**config.mk**
```make
export PLATFORM = sky130hd
export DESIGN_NAME = muldiv_unit_flat
export DESIGN_NICKNAME = d
export VERILOG_FILES = /design/src/rtl/muldiv_pkg.sv /design/src/rtl/muldiv_if.sv /design/src/rtl/muldiv_unit.sv /design/src/flat_wrapper.sv
export SDC_FILE = /design/constraint.sdc
export NUM_CORES = 1
export LEC_CHECK = 0
export BUFFER_PORTS_ARGS = -buffer_cell sky130_fd_sc_hd__buf_2
export CORE_UTILIZATION = 36
export CTS_CLUSTER_SIZE = 10
export DETAILED_ROUTE_END_ITERATION = 8
export PLACE_DENSITY = 0.49
export RECOVER_POWER = 100
export SYNTH_ARGS = -nofsm -noshare
export SYNTH_HDL_FRONTEND = slang
export SYNTH_SLANG_ARGS = --single-unit
```
**constraint.sdc**
```tcl
create_clock -name clk -period 3.85 [get_ports clk]
set_input_delay 0.9625 -clock clk [delete_from_list [all_inputs] [get_ports clk]]
set_output_delay 0.9625 -clock clk [all_outputs]
set_load 0.02 [all_outputs]
```
**src/rtl/muldiv_pkg.sv**
```systemverilog
// muldiv_pkg: shared encodings for the HI/LO multiply/divide unit.
//   op_e    : operation select as presented on the op bus
//   state_e : sequencer states of muldiv_unit
package muldiv_pkg;

  typedef enum logic [1:0] {
    OP_MULT  = 2'b00,
    OP_MULTU = 2'b01,
    OP_DIV   = 2'b10,
    OP_DIVU  = 2'b11
  } op_e;

  typedef enum logic [1:0] {
    S_IDLE = 2'b00,
    S_RUN  = 2'b01,
    S_FIX  = 2'b10
  } state_e;

endpackage

```
**src/rtl/muldiv_if.sv**
```systemverilog
// muldiv_if: operand/result bus between the core and the multiply/divide unit.
//   start, op, a, b    : launch request with operands (rd1/rd2)
//   hi_we, lo_we, wd   : MTHI/MTLO writes
//   hi, lo, busy, done : HI/LO contents, stall request, completion pulse
// master = core side, slave = muldiv_unit.
interface muldiv_if #(
  parameter int WIDTH = 32
);
  logic             start;
  logic [1:0]       op;
  logic [WIDTH-1:0] a;
  logic [WIDTH-1:0] b;
  logic             hi_we;
  logic             lo_we;
  logic [WIDTH-1:0] wd;
  logic [WIDTH-1:0] hi;
  logic [WIDTH-1:0] lo;
  logic             busy;
  logic             done;

  modport master (
    output start, op, a, b, hi_we, lo_we, wd,
    input  hi, lo, busy, done
  );

  modport slave (
    input  start, op, a, b, hi_we, lo_we, wd,
    output hi, lo, busy, done
  );
endinterface

```
**src/rtl/muldiv_unit.sv**
```systemverilog
// muldiv_unit: iterative MULT/MULTU/DIV/DIVU engine owning the HI/LO registers.
// Ports:
//   clk     : system clock
//   reset_n : asynchronous active-low reset
//   bus     : muldiv_if.slave (start/op/a/b, hi_we/lo_we/wd, hi/lo/busy/done)
// One shift-add or restoring shift-subtract step per cycle on magnitudes;
// signs are fixed up in a single final cycle so HI/LO update atomically.
//
// state  | meaning
// S_IDLE | waiting; accepts start or MTHI/MTLO writes
// S_RUN  | WIDTH iteration steps, cnt_q counts 0..WIDTH-1
// S_FIX  | sign correction, HI/LO written at the end of this cycle
module muldiv_unit
  import muldiv_pkg::*;
#(
  parameter int WIDTH = 32
) (
  input  logic     clk,
  input  logic     reset_n,
  muldiv_if.slave  bus
);

  localparam int CW = $clog2(WIDTH);

  state_e             state_q, state_d;
  logic [2*WIDTH-1:0] acc_q;
  logic [WIDTH-1:0]   opnd_q;
  logic [CW-1:0]      cnt_q;
  logic               div_q, neg_q, rneg_q;
  logic [WIDTH-1:0]   hi_q, lo_q;
  logic               done_q;

  logic idle, launch, step, fix, busy, last;

  assign last = (cnt_q == CW'(WIDTH-1));

  // state register
  always_ff @(posedge clk or negedge reset_n) begin
    if (!reset_n) state_q <= S_IDLE;
    else          state_q <= state_d;
  end

  // next state
  always_comb begin
    state_d = state_q;
    case (state_q)
      S_IDLE:  if (bus.start) state_d = S_RUN;
      S_RUN:   if (last) state_d = S_FIX;
      S_FIX:   state_d = S_IDLE;
      default: state_d = S_IDLE;
    endcase
  end

  // outputs
  always_comb begin
    idle   = 1'b0;
    launch = 1'b0;
    step   = 1'b0;
    fix    = 1'b0;
    busy   = 1'b0;
    case (state_q)
      S_IDLE: begin
        idle   = 1'b1;
        launch = bus.start;
      end
      S_RUN: begin
        step = 1'b1;
        busy = 1'b1;
      end
      S_FIX: begin
        fix  = 1'b1;
        busy = 1'b1;
      end
      default: ;
    endcase
  end

  // operand capture: magnitudes for signed ops, raw values otherwise
  logic             signed_op, a_neg, b_neg;
  logic [WIDTH-1:0] a_mag, b_mag;

  assign signed_op = ~bus.op[0];
  assign a_neg     = signed_op & bus.a[WIDTH-1];
  assign b_neg     = signed_op & bus.b[WIDTH-1];
  assign a_mag     = a_neg ? -bus.a : bus.a;
  assign b_mag     = b_neg ? -bus.b : bus.b;

  // multiply: multiplier sits in the low half and shifts out as the
  // product shifts in from the top
  logic [WIDTH:0]     mul_sum;
  logic [2*WIDTH-1:0] mul_next;

  assign mul_sum  = {1'b0, acc_q[2*WIDTH-1:WIDTH]} +
                    (acc_q[0] ? {1'b0, opnd_q} : {(WIDTH+1){1'b0}});
  assign mul_next = {mul_sum, acc_q[WIDTH-1:1]};

  // divide: partial remainder in the high half, dividend/quotient in the low
  // half. The remainder stays below 2^WIDTH, so bit WIDTH of the difference
  // is a clean borrow, and a zero divisor naturally yields all-ones quotient.
  logic [WIDTH:0]     rem_sh, div_diff;
  logic               div_ge;
  logic [2*WIDTH-1:0] div_next;

  assign rem_sh   = acc_q[2*WIDTH-1:WIDTH-1];
  assign div_diff = rem_sh - {1'b0, opnd_q};
  assign div_ge   = ~div_diff[WIDTH];
  assign div_next = {div_ge ? div_diff[WIDTH-1:0] : rem_sh[WIDTH-1:0],
                     acc_q[WIDTH-2:0], div_ge};

  // sign correction
  logic [2*WIDTH-1:0] prod;
  logic [WIDTH-1:0]   quo, rem, fix_hi, fix_lo;

  assign prod   = neg_q  ? -acc_q : acc_q;
  assign quo    = neg_q  ? -acc_q[WIDTH-1:0] : acc_q[WIDTH-1:0];
  assign rem    = rneg_q ? -acc_q[2*WIDTH-1:WIDTH] : acc_q[2*WIDTH-1:WIDTH];
  assign fix_hi = div_q  ? rem : prod[2*WIDTH-1:WIDTH];
  assign fix_lo = div_q  ? quo : prod[WIDTH-1:0];

  always_ff @(posedge clk or negedge reset_n) begin
    if (!reset_n) begin
      acc_q  <= '0;
      opnd_q <= '0;
      cnt_q  <= '0;
      div_q  <= 1'b0;
      neg_q  <= 1'b0;
      rneg_q <= 1'b0;
      done_q <= 1'b0;
    end else begin
      done_q <= fix;
      if (launch) begin
        div_q  <= bus.op[1];
        neg_q  <= a_neg ^ b_neg;
        rneg_q <= a_neg;
        cnt_q  <= '0;
        opnd_q <= bus.op[1] ? b_mag : a_mag;
        acc_q  <= {{WIDTH{1'b0}}, bus.op[1] ? a_mag : b_mag};
      end else if (step) begin
        acc_q <= div_q ? div_next : mul_next;
        if (!last) cnt_q <= cnt_q + 1'b1;
      end
    end
  end

  // HI/LO: operation results win; MTHI/MTLO only in IDLE without start
  always_ff @(posedge clk or negedge reset_n) begin
    if (!reset_n) begin
      hi_q <= '0;
      lo_q <= '0;
    end else if (fix) begin
      hi_q <= fix_hi;
      lo_q <= fix_lo;
    end else if (idle && !bus.start) begin
      if (bus.hi_we) hi_q <= bus.wd;
      if (bus.lo_we) lo_q <= bus.wd;
    end
  end

  assign bus.hi   = hi_q;
  assign bus.lo   = lo_q;
  assign bus.busy = busy;
  assign bus.done = done_q;

endmodule

```
**src/flat_wrapper.sv**
```systemverilog
// flat-port wrapper written by rule: the top's interface ports become plain ports
module muldiv_unit_flat import muldiv_pkg::*;
#(
  parameter int WIDTH = 32
)
  (clk, reset_n, bus_start, bus_op, bus_a, bus_b, bus_hi_we, bus_lo_we, bus_wd, bus_hi, bus_lo, bus_busy, bus_done);
  muldiv_if #(.WIDTH(WIDTH)) bus_i ();
  input  logic clk;
  input  logic reset_n;
  input wire logic [$bits(bus_i.start)-1:0] bus_start;
  input wire logic [$bits(bus_i.op)-1:0] bus_op;
  input wire logic [$bits(bus_i.a)-1:0] bus_a;
  input wire logic [$bits(bus_i.b)-1:0] bus_b;
  input wire logic [$bits(bus_i.hi_we)-1:0] bus_hi_we;
  input wire logic [$bits(bus_i.lo_we)-1:0] bus_lo_we;
  input wire logic [$bits(bus_i.wd)-1:0] bus_wd;
  output wire logic [$bits(bus_i.hi)-1:0] bus_hi;
  output wire logic [$bits(bus_i.lo)-1:0] bus_lo;
  output wire logic [$bits(bus_i.busy)-1:0] bus_busy;
  output wire logic [$bits(bus_i.done)-1:0] bus_done;
  assign bus_i.start = bus_start;
  assign bus_i.op = bus_op;
  assign bus_i.a = bus_a;
  assign bus_i.b = bus_b;
  assign bus_i.hi_we = bus_hi_we;
  assign bus_i.lo_we = bus_lo_we;
  assign bus_i.wd = bus_wd;
  assign bus_hi = bus_i.hi;
  assign bus_lo = bus_i.lo;
  assign bus_busy = bus_i.busy;
  assign bus_done = bus_i.done;
  muldiv_unit #(.WIDTH(WIDTH)) u_core (.clk(clk), .reset_n(reset_n), .bus(bus_i));
endmodule
```
==> results of run 1 <==
[critical path, stage by stage (launching register included)]
cell and delay [ns]:
dfrtp_1 0.40, ha_1 0.25, fa_1 0.40, nand2b_1 0.20, a21o_1 0.23, a22o_1 0.24
o41ai_1 0.29, buf_4 0.22, a21oi_2 0.08, xor2_1 0.37, nor4_1 0.10, a2111oi_0 0.53
buf_4 0.20, o21ai_1 0.05
[cells in the mapped netlist, types with 7 or more instances]
| cell type | count |
|---|---|
| o21bai_1 | 12 |
| or3_1 | 20 |
| dfrtp_1 | 171 |
| o21ai_0 | 214 |
| nand2b_1 | 15 |
| xnor2_1 | 104 |
| or4_1 | 9 |
| mux2i_1 | 99 |
| nand3_1 | 25 |
| o41ai_1 | 8 |
| and2_1 | 13 |
| buf_1 | 18 |
| o211ai_1 | 49 |
| and3_1 | 20 |
| inv_1 | 64 |
| xor2_1 | 70 |
| o31ai_1 | 19 |
| clkbuf_1 | 96 |
| nor4_1 | 24 |
| o21a_1 | 13 |
| a21oi_1 | 166 |
| a211oi_1 | 21 |
| a32oi_1 | 7 |
| a22oi_1 | 12 |
| a21o_1 | 46 |
| nor2_1 | 155 |
| a2111oi_0 | 7 |
| nand2_1 | 239 |
| mux2_2 | 8 |
| nor2b_1 | 7 |
| nand4_1 | 11 |
| ha_1 | 74 |
| a31oi_1 | 17 |
| nor3_1 | 32 |
[registers in the layout (all words and copies together) (netlist names)]
| signal | cells |
|---|---|
| u_core.state_q | 2 |
| u_core.bus.lo | 32 |
| u_core.bus.done | 1 |
| u_core.neg_q | 1 |
| u_core.opnd_q | 32 |
| u_core.rneg_q | 1 |
| u_core.cnt_q | 5 |
| u_core.bus.hi | 32 |
| u_core.acc_q | 64 |
| u_core.div_q | 1 |
[area by class of cell]
| class | instances | share of cell area |
|---|---|---|
| Timing Repair Buffer | 251 | 0.0783 |
| Multi-Input combinational cell | 1592 | 0.588 |
| Inverter | 65 | 0.0140 |
| Tap cell | 532 | 0.0383 |
| Clock inverter | 12 | 0.00922 |
| Clock buffer | 19 | 0.0255 |
| Sequential cell | 171 | 0.246 |
[what timing repair did]
action / in CTS / in global routing
endpoints found under the setup margin: 0 / 4
hold endpoints to repair: 0 / 0
resized for setup: 0 / 6
[kinds of logic after synthesis]
family          after synthesis
buf+inv                     185
mux                         107
xor+xnor                    175
compound gates              639
simple gates                595
fa+ha+maj                    76
flops                       171
[final timing paths]
| kind | slack, ns | to |
|---|---|---|
| max reg2reg | 0.16 | u_core.acc_q[62] |
| min reg2reg | 0.49 | u_core.opnd_q[16] |
| max | 0.16 | u_core.acc_q[62] |
| min | 0.49 | u_core.opnd_q[16] |
| min in group asynchronous | 1.27 | u_core.bus.lo[14] |
| max in group asynchronous | 0.81 | u_core.div_q |
[layer usage]
layer	vias to the layer above	global-route usage
met1	7433	0.398
met2	451	0.441
met3	50	0.0253
li1	7296	-
met4	0	0.0767
met5	-	0
[report_power, final]
group          total, mW  switching (mW)  internal, mW
combinational       10.6            6.71          3.88
sequential          3.55           0.909          2.64
clock               1.82           0.827         0.994
==> results.md, run 1 <==
- Result of the run: complete, but fails checks
- Failing checks: max-capacitance violations, max-slew violations
- Most frequent cells in the layout: 236 x nand2_1, 215 x o21ai_0, 170 x dfrtp_1
- Synth warn: 0
- Ys flop type: dfrtp_1
- Die Area: about 43000 sq um
- Adder-cell share of the synthesized area: 0.0635
- Die height: 208 um
- First-pass GRT wire length: ~92000 um
- EDFF count, synth: 0
- Final period utilization: 0.958
- Slew @ Worst Pin: 2.62 ns
- Initial Util: 0.368
- Cts bufs inserted: 17
- Register area share after synthesis: 0.281
- LEAKAGE: around 7.8 nW
- Largest family of logic cells by synthesized area: compound AO/OA/AOI/OAI gates
- Core Area: approximately 41000 sq um
- Cell area after synthesis: around 15000 sq um
- Post-Synth XOR/XNOR Area: 0.101
- PortBufs: 168
- RR Startpoint: u_core.opnd_q[0]
- Avg Vias per Cell: 5.76
- Total Routing Usage GR: 0.277
- DP Cell Count: between 2000 and 3000
- Clk pin slew, worst setup/hold paths: roughly 0.070 ns
- Min Hold Slack: a little under 0.5 ns
- WL met2: between 20000 and 30000 um
- Total power: between 15 and 20 mW
- Req. time, crit path: 4.20 ns
- Worst skew pair latency: roughly 0.46 ns
- IO Count: about 170
- #FFs+latches synth: around 170
- Row cnt: 74
- Max IR drop VDD: roughly 0.00041 V
- Clock skew: ~0.011 ns
- Max frequency: 271 MHz
- DR vias: about 15000
- Syn Inst Count: approximately 2000
- Area after DPL: between 15000 and 20000 sq um
- Post-Route Utilization: 0.421
- Hold-fix buffers at CTS: 0
- Synthesized Nets: 2127
- Fillcell total: about 4300
- Crit-path max FO: 6
- Metal-1 WL: ~29000 um
- Max Used Layer: met4
- CTS sink count: approximately 170
- Final setup viols: 0
- Tmin final: approximately 3.7 ns
- Max-slew headroom: -0.747
- Vias in the first global route: 14541
- Reg2reg path depth: 13
- Async set-reset flop share out of synthesis: 1.00
- Commonest non-fill, non-tap cell in the layout: nand2_1
- Longest Clk Path Bufs: 2
- Post-synth top area share: 0.281
- DR pass1 iterations: 5
- Synth unique cells: 74
- Antenna diodes: 0
- Crit path kind: flop to flop
- Pre-CTS setup slack: between 0.15 and 0.2 ns
- Antenna-violating nets left: 0
- Post-CTS setup buffers: 0
- Root Buffer: clkbuf_16
- CTS tree: done
- Compound-cell area share of the yosys netlist: 0.256
- Final Hold Violating Endpoints: 0
- Drt drc: 0
- GPL Wtd Cong: a little under 1
- Slew Limit Fails: 238
- Met3 wire length: 2550 um
- CP Capture Type: flop
- Design area: between 15000 and 20000 sq um
- Fraction of layout cells with a size suffix above 1: 0.113
- Worst Hold Path Cells: 2
- Finished Layout Cells: between 2000 and 3000
- HP Start: u_core.opnd_q[16]
- Crit path launch: u_core.opnd_q[0]
- Startpoint Class: flop
- Setup TNS: 0 ns
- Largest net degree at the start of global routing: 96
- Cell Pwr Density: approximately 900 nW/um^2
- DRT Wirelength: around 60000 um
- Avg Inst Size Synth: just under 8 sq um
- Congestion Overflow GR: 0
- Layout area overhead: 14.3%
- Reg area: 4280 sq um
- Maximum Capacitance Violations: 3
- Routed wire per std cell: 22.7 um
- Multi-input combinational cell area: around 10000 sq um
- DR iter-0 viols: ~1300
- H-tree depth: 4
- Post-DP HPWL: ~47000 um
- Post-synthesis mux area share: 0.0711
- Fin worst setup slack: 0.163 ns
- Die span in x: roughly 210 um
- Area contributors post-synth: dfrtp_1 28%, o21ai_0 7.0%, mux2i_1 6.5%, ha_1 6.1%, xnor2_1 6.0%
- Fin nets: 2277
- Min-Delay Path Class: flop to flop
- Initial antenna violation count: 0
- Critical Path AT: slightly above 4 ns
- Synth area leader: dfrtp_1
- Post-synthesis simple-gate area fraction: 0.180
Power figures use the tool's default switching activity.
==> run 2, diff against run 1 <==
--- a/config.mk
+++ b/config.mk
@@ -5,12 +5,15 @@
 export SDC_FILE = /design/constraint.sdc
 export NUM_CORES = 1
 export LEC_CHECK = 0
+export ABC_AREA = 1
 export BUFFER_PORTS_ARGS = -buffer_cell sky130_fd_sc_hd__buf_2
 export CORE_UTILIZATION = 36
 export CTS_CLUSTER_SIZE = 10
 export DETAILED_ROUTE_END_ITERATION = 8
 export PLACE_DENSITY = 0.49
 export RECOVER_POWER = 100
+export SLEW_MARGIN = 30
 export SYNTH_ARGS = -nofsm -noshare
 export SYNTH_HDL_FRONTEND = slang
 export SYNTH_SLANG_ARGS = --single-unit
+export TNS_END_PERCENT = 30
==> run 2 against run 1 <==
Net effect: the flow still finishes with violations (max-capacitance violations, max-slew violations); first-iteration DRC count grew 36%; clock-buffer cell count is the same; synthesized cell count grew 65%; non-clock buffer count shrank 53; worst hold slack lost 0.0064 ns; clock power is essentially flat; power grew 24%; register-to-register slack gained 0.41 ns; routed wire length grew 42%; clock skew grew 0.0029 ns; critical path depth shrank 2; largest power group unchanged.
==> results.md, run 2 <==
- Avg Vias per Cell: 5.30
- Cts bufs inserted: 17
- Post-CTS setup buffers: 0
- Max frequency: about 310 MHz
- Final period utilization: 0.851
- Fraction of layout cells with a size suffix above 1: 0.0582
- DR iter-0 viols: roughly 1800
- Post-synth top cells: 1169 x nand2_1, 502 x inv_1, 302 x nand3_1, 278 x nor2_1, 171 x dfrtp_1
- Finished Layout Cells: roughly 4000
- GR Util met1: 0.454
- Most frequent cells in the layout: 1172 x nand2_1, 501 x inv_1, 302 x nand3_1
- Die Area: around 52000 sq um
- Post-Route Utilization: 0.405
- Ys flop type: dfrtp_1
- Vias in the first global route: 19995
- Levels on crit path: 11
- Maximum Capacitance Violations: 2
- Avg Inst Size Synth: 5.71 sq um
- Critical R2R Capture: u_core.acc_q[32]
- Initial Util: 0.365
- Synth unique cells: 48
- Most common cell in the netlist: nand2_1
- DP Cell Count: about 4000
- Most flops, register: u_core.acc_q
- Synth area leader: nand2_1
- Fin nets: between 3000 and 4000
- Synth warn: 0
- RSZ-0062 raised after global routing: no
- DRT Wirelength: 84800 um
- PortBufs: 168
- IO Count: between 150 and 200
- Min-Delay Path Class: flop to flop
- Max reg flops: 64
- Longest Clk Path Bufs: 2
- Register area share after synthesis: 0.233
- Startpoint Class: flop
- Met2 Use GR: 0.493
- Failing checks: max-capacitance violations, max-slew violations
- Result of the run: complete, but fails checks
- Max IR drop VDD: 0.000485 V
- Largest net degree at the start of global routing: 87
- Drt drc: 0
- Final Hold Violating Endpoints: 0
- Clock power frac: 0.093
- Crit path cell chain: inv_1 > ha_1 > clkbuf_1 > clkinv_1 > clkbuf_1 > nor2_1 > clkbuf_2 > inv_1 > a21oi_1 > nand2_1 > nand2_1
- Root Buffer: clkbuf_16
- Async set-reset flop share out of synthesis: 1.00
- Reg2reg path depth: 11
- Commonest non-fill, non-tap cell in the layout: nand2_1
- Congestion Overflow GR: 0
- Final setup viols: 0
- Req. time, crit path: 4.29 ns
- Post-DP HPWL: 69700 um
- #FFs+latches synth: 171
- Die span in x: around 230 um
- Area contributors post-synth: nand2_1 24%, dfrtp_1 23%, inv_1 10%, nand3_1 8.2%, nor2_1 5.7%
- Worst path bufs/invs: 6
- Critical Path AT: around 3.7 ns
- RR Startpoint: u_core.state_q[1]
- Slew @ Worst Pin: 1.66 ns
- Internal power: around 7.7 mW
- Cell area after synthesis: between 15000 and 20000 sq um
- Layout area overhead: 10.8%
- Total Routing Usage GR: 0.323
- Fillcell total: 5844
- Combinational share of power: 0.696
- Crit path kind: flop to flop
- LEAKAGE: about 11 nW
- First-pass GRT wire length: 126000 um
- Worst skew pair latency: 0.50 ns
- Max stage delay cell, worst path: clkbuf_1
- H-tree depth: 4
- Clk pin slew, worst setup/hold paths: ~0.08 ns
- Initial antenna violation count: 1
- Crit-path max FO: 28
- Crit path launch: u_core.state_q[1]
- Clock skew: 0.0135 ns
- Syn Inst Count: about 3200
- DR pass1 iterations: 5
- Sw frac: 0.607
- Tmin final: 3.28 ns
- EDFF count, synth: 0
- Row cnt: a little over 80
- Synthesized Nets: 3397
- Slew Limit Fails: 19
- GPL Wtd Cong: between 1 and 1.5
- Crit path max-delay family: buffers and inverters
- CTS tree: done
- Antenna-violating nets left: 0
- Core Area: 50300 sq um
- Hold-fix buffers at CTS: 0
- # resized after CTS: 0
- Antenna diodes: 0
- Min Hold Slack: approximately 0.49 ns
- Setup TNS: 0 ns
- Psw: approximately 12 mW
- Cell Pwr Density: between 900 and 1000 nW/um^2
- Post-synth top area share: 0.239
- DR vias: between 20000 and 25000
- CTS sink count: 171
- Die height: between 200 and 250 um
- GR peak layer: met2
- Register-to-register setup slack: 0.57 ns
- CP Capture Type: flop
- Flop pwr share: 0.210
- Worst setup path end: u_core.acc_q[32]
- CP max stage delay: just under 0.6 ns
- Met3 Track Usage GR: 0.0450
- Max-slew headroom: -0.107
- Routed wire per std cell: about 21 um
[run 2: cell count changes after synthesis, moves of 32 or more]
cell	before	now
nand3_1	25	302
a21oi_1	166	132
xnor2_1	104	17
a21o_1	46	3
nand4_1	11	62
clkbuf_1	96	64
o21ai_0	214	144
mux2i_1	99	0
inv_1	64	502
nor2_1	155	278
nand2_1	239	1169
[run 2: logic make-up after synthesis]
logic type,after synthesis,synth area share
AOI/OAI and AO/OA,392,0.124
xor gates and xnor gates,70,0.0334
adders and majority gates,76,0.0526
buffers and inverters,608,0.127
DFF,171,0.233
and+or+nand+nor,1901,0.429
[run 2: worst min-delay path by stage]
stage | startpoint | end | slack, ns | cells after the start
global route | u_core.cnt_q[3] | u_core.cnt_q[3] | 0.52 | 1
global placement | u_core.cnt_q[3] | u_core.cnt_q[3] | 0.46 | 1
detailed placement | u_core.cnt_q[3] | u_core.cnt_q[3] | 0.47 | 1
CTS | u_core.cnt_q[3] | u_core.cnt_q[3] | 0.48 | 1
finish | u_core.cnt_q[3] | u_core.cnt_q[3] | 0.49 | 1
floorplan | u_core.cnt_q[3] | u_core.cnt_q[3] | 0.43 | 1
[run 2: power by group through the flow]
stage	combinational, mW	sequential, mW	clock (mW)
2_1_floorplan	9.41	3.75	0
3_3_place_gp	13.7	4.10	0
3_5_place_dp	13.6	4.09	0
4_1_cts	13.7	4.06	1.87
5_1_grt	15.4	4.20	1.92
6_report	13.7	4.15	1.84
[run 2: layout make-up]
type | count | area [sq um] | share of cell area
clock buffers | 19 | 443 | 0.0218
clock inverters | 13 | 150 | 0.00738
inverters | 512 | 1920 | 0.0945
multi-input cells | 2439 | 11700 | 0.577
flip-flops and latches | 171 | 4280 | 0.211
well taps | 672 | 841 | 0.0413
repair buffers | 198 | 957 | 0.0471
[run 2: routing by layer]
metal  part of all wire  vias up
li1                   -    10427
met1               0.46     9991
met5            0.00014        -
met2               0.43      777
met4              0.040        2
met3              0.066      116
[run 2: metrics by stage]
| stage | total power, mW | area [sq um] | worst slack, ns |
|---|---|---|---|
| 3_5_place_dp | 17.7 | 19900 | 0.718 |
| 2_1_floorplan | 13.2 | 18400 | 1.32 |
| 5_1_grt | 21.5 | 20300 | 0.312 |
| 4_1_cts | 19.7 | 20500 | 0.731 |
| 6_report | 19.7 | 20300 | 0.572 |
| 3_3_place_gp | 17.8 | 19900 | 0.731 |
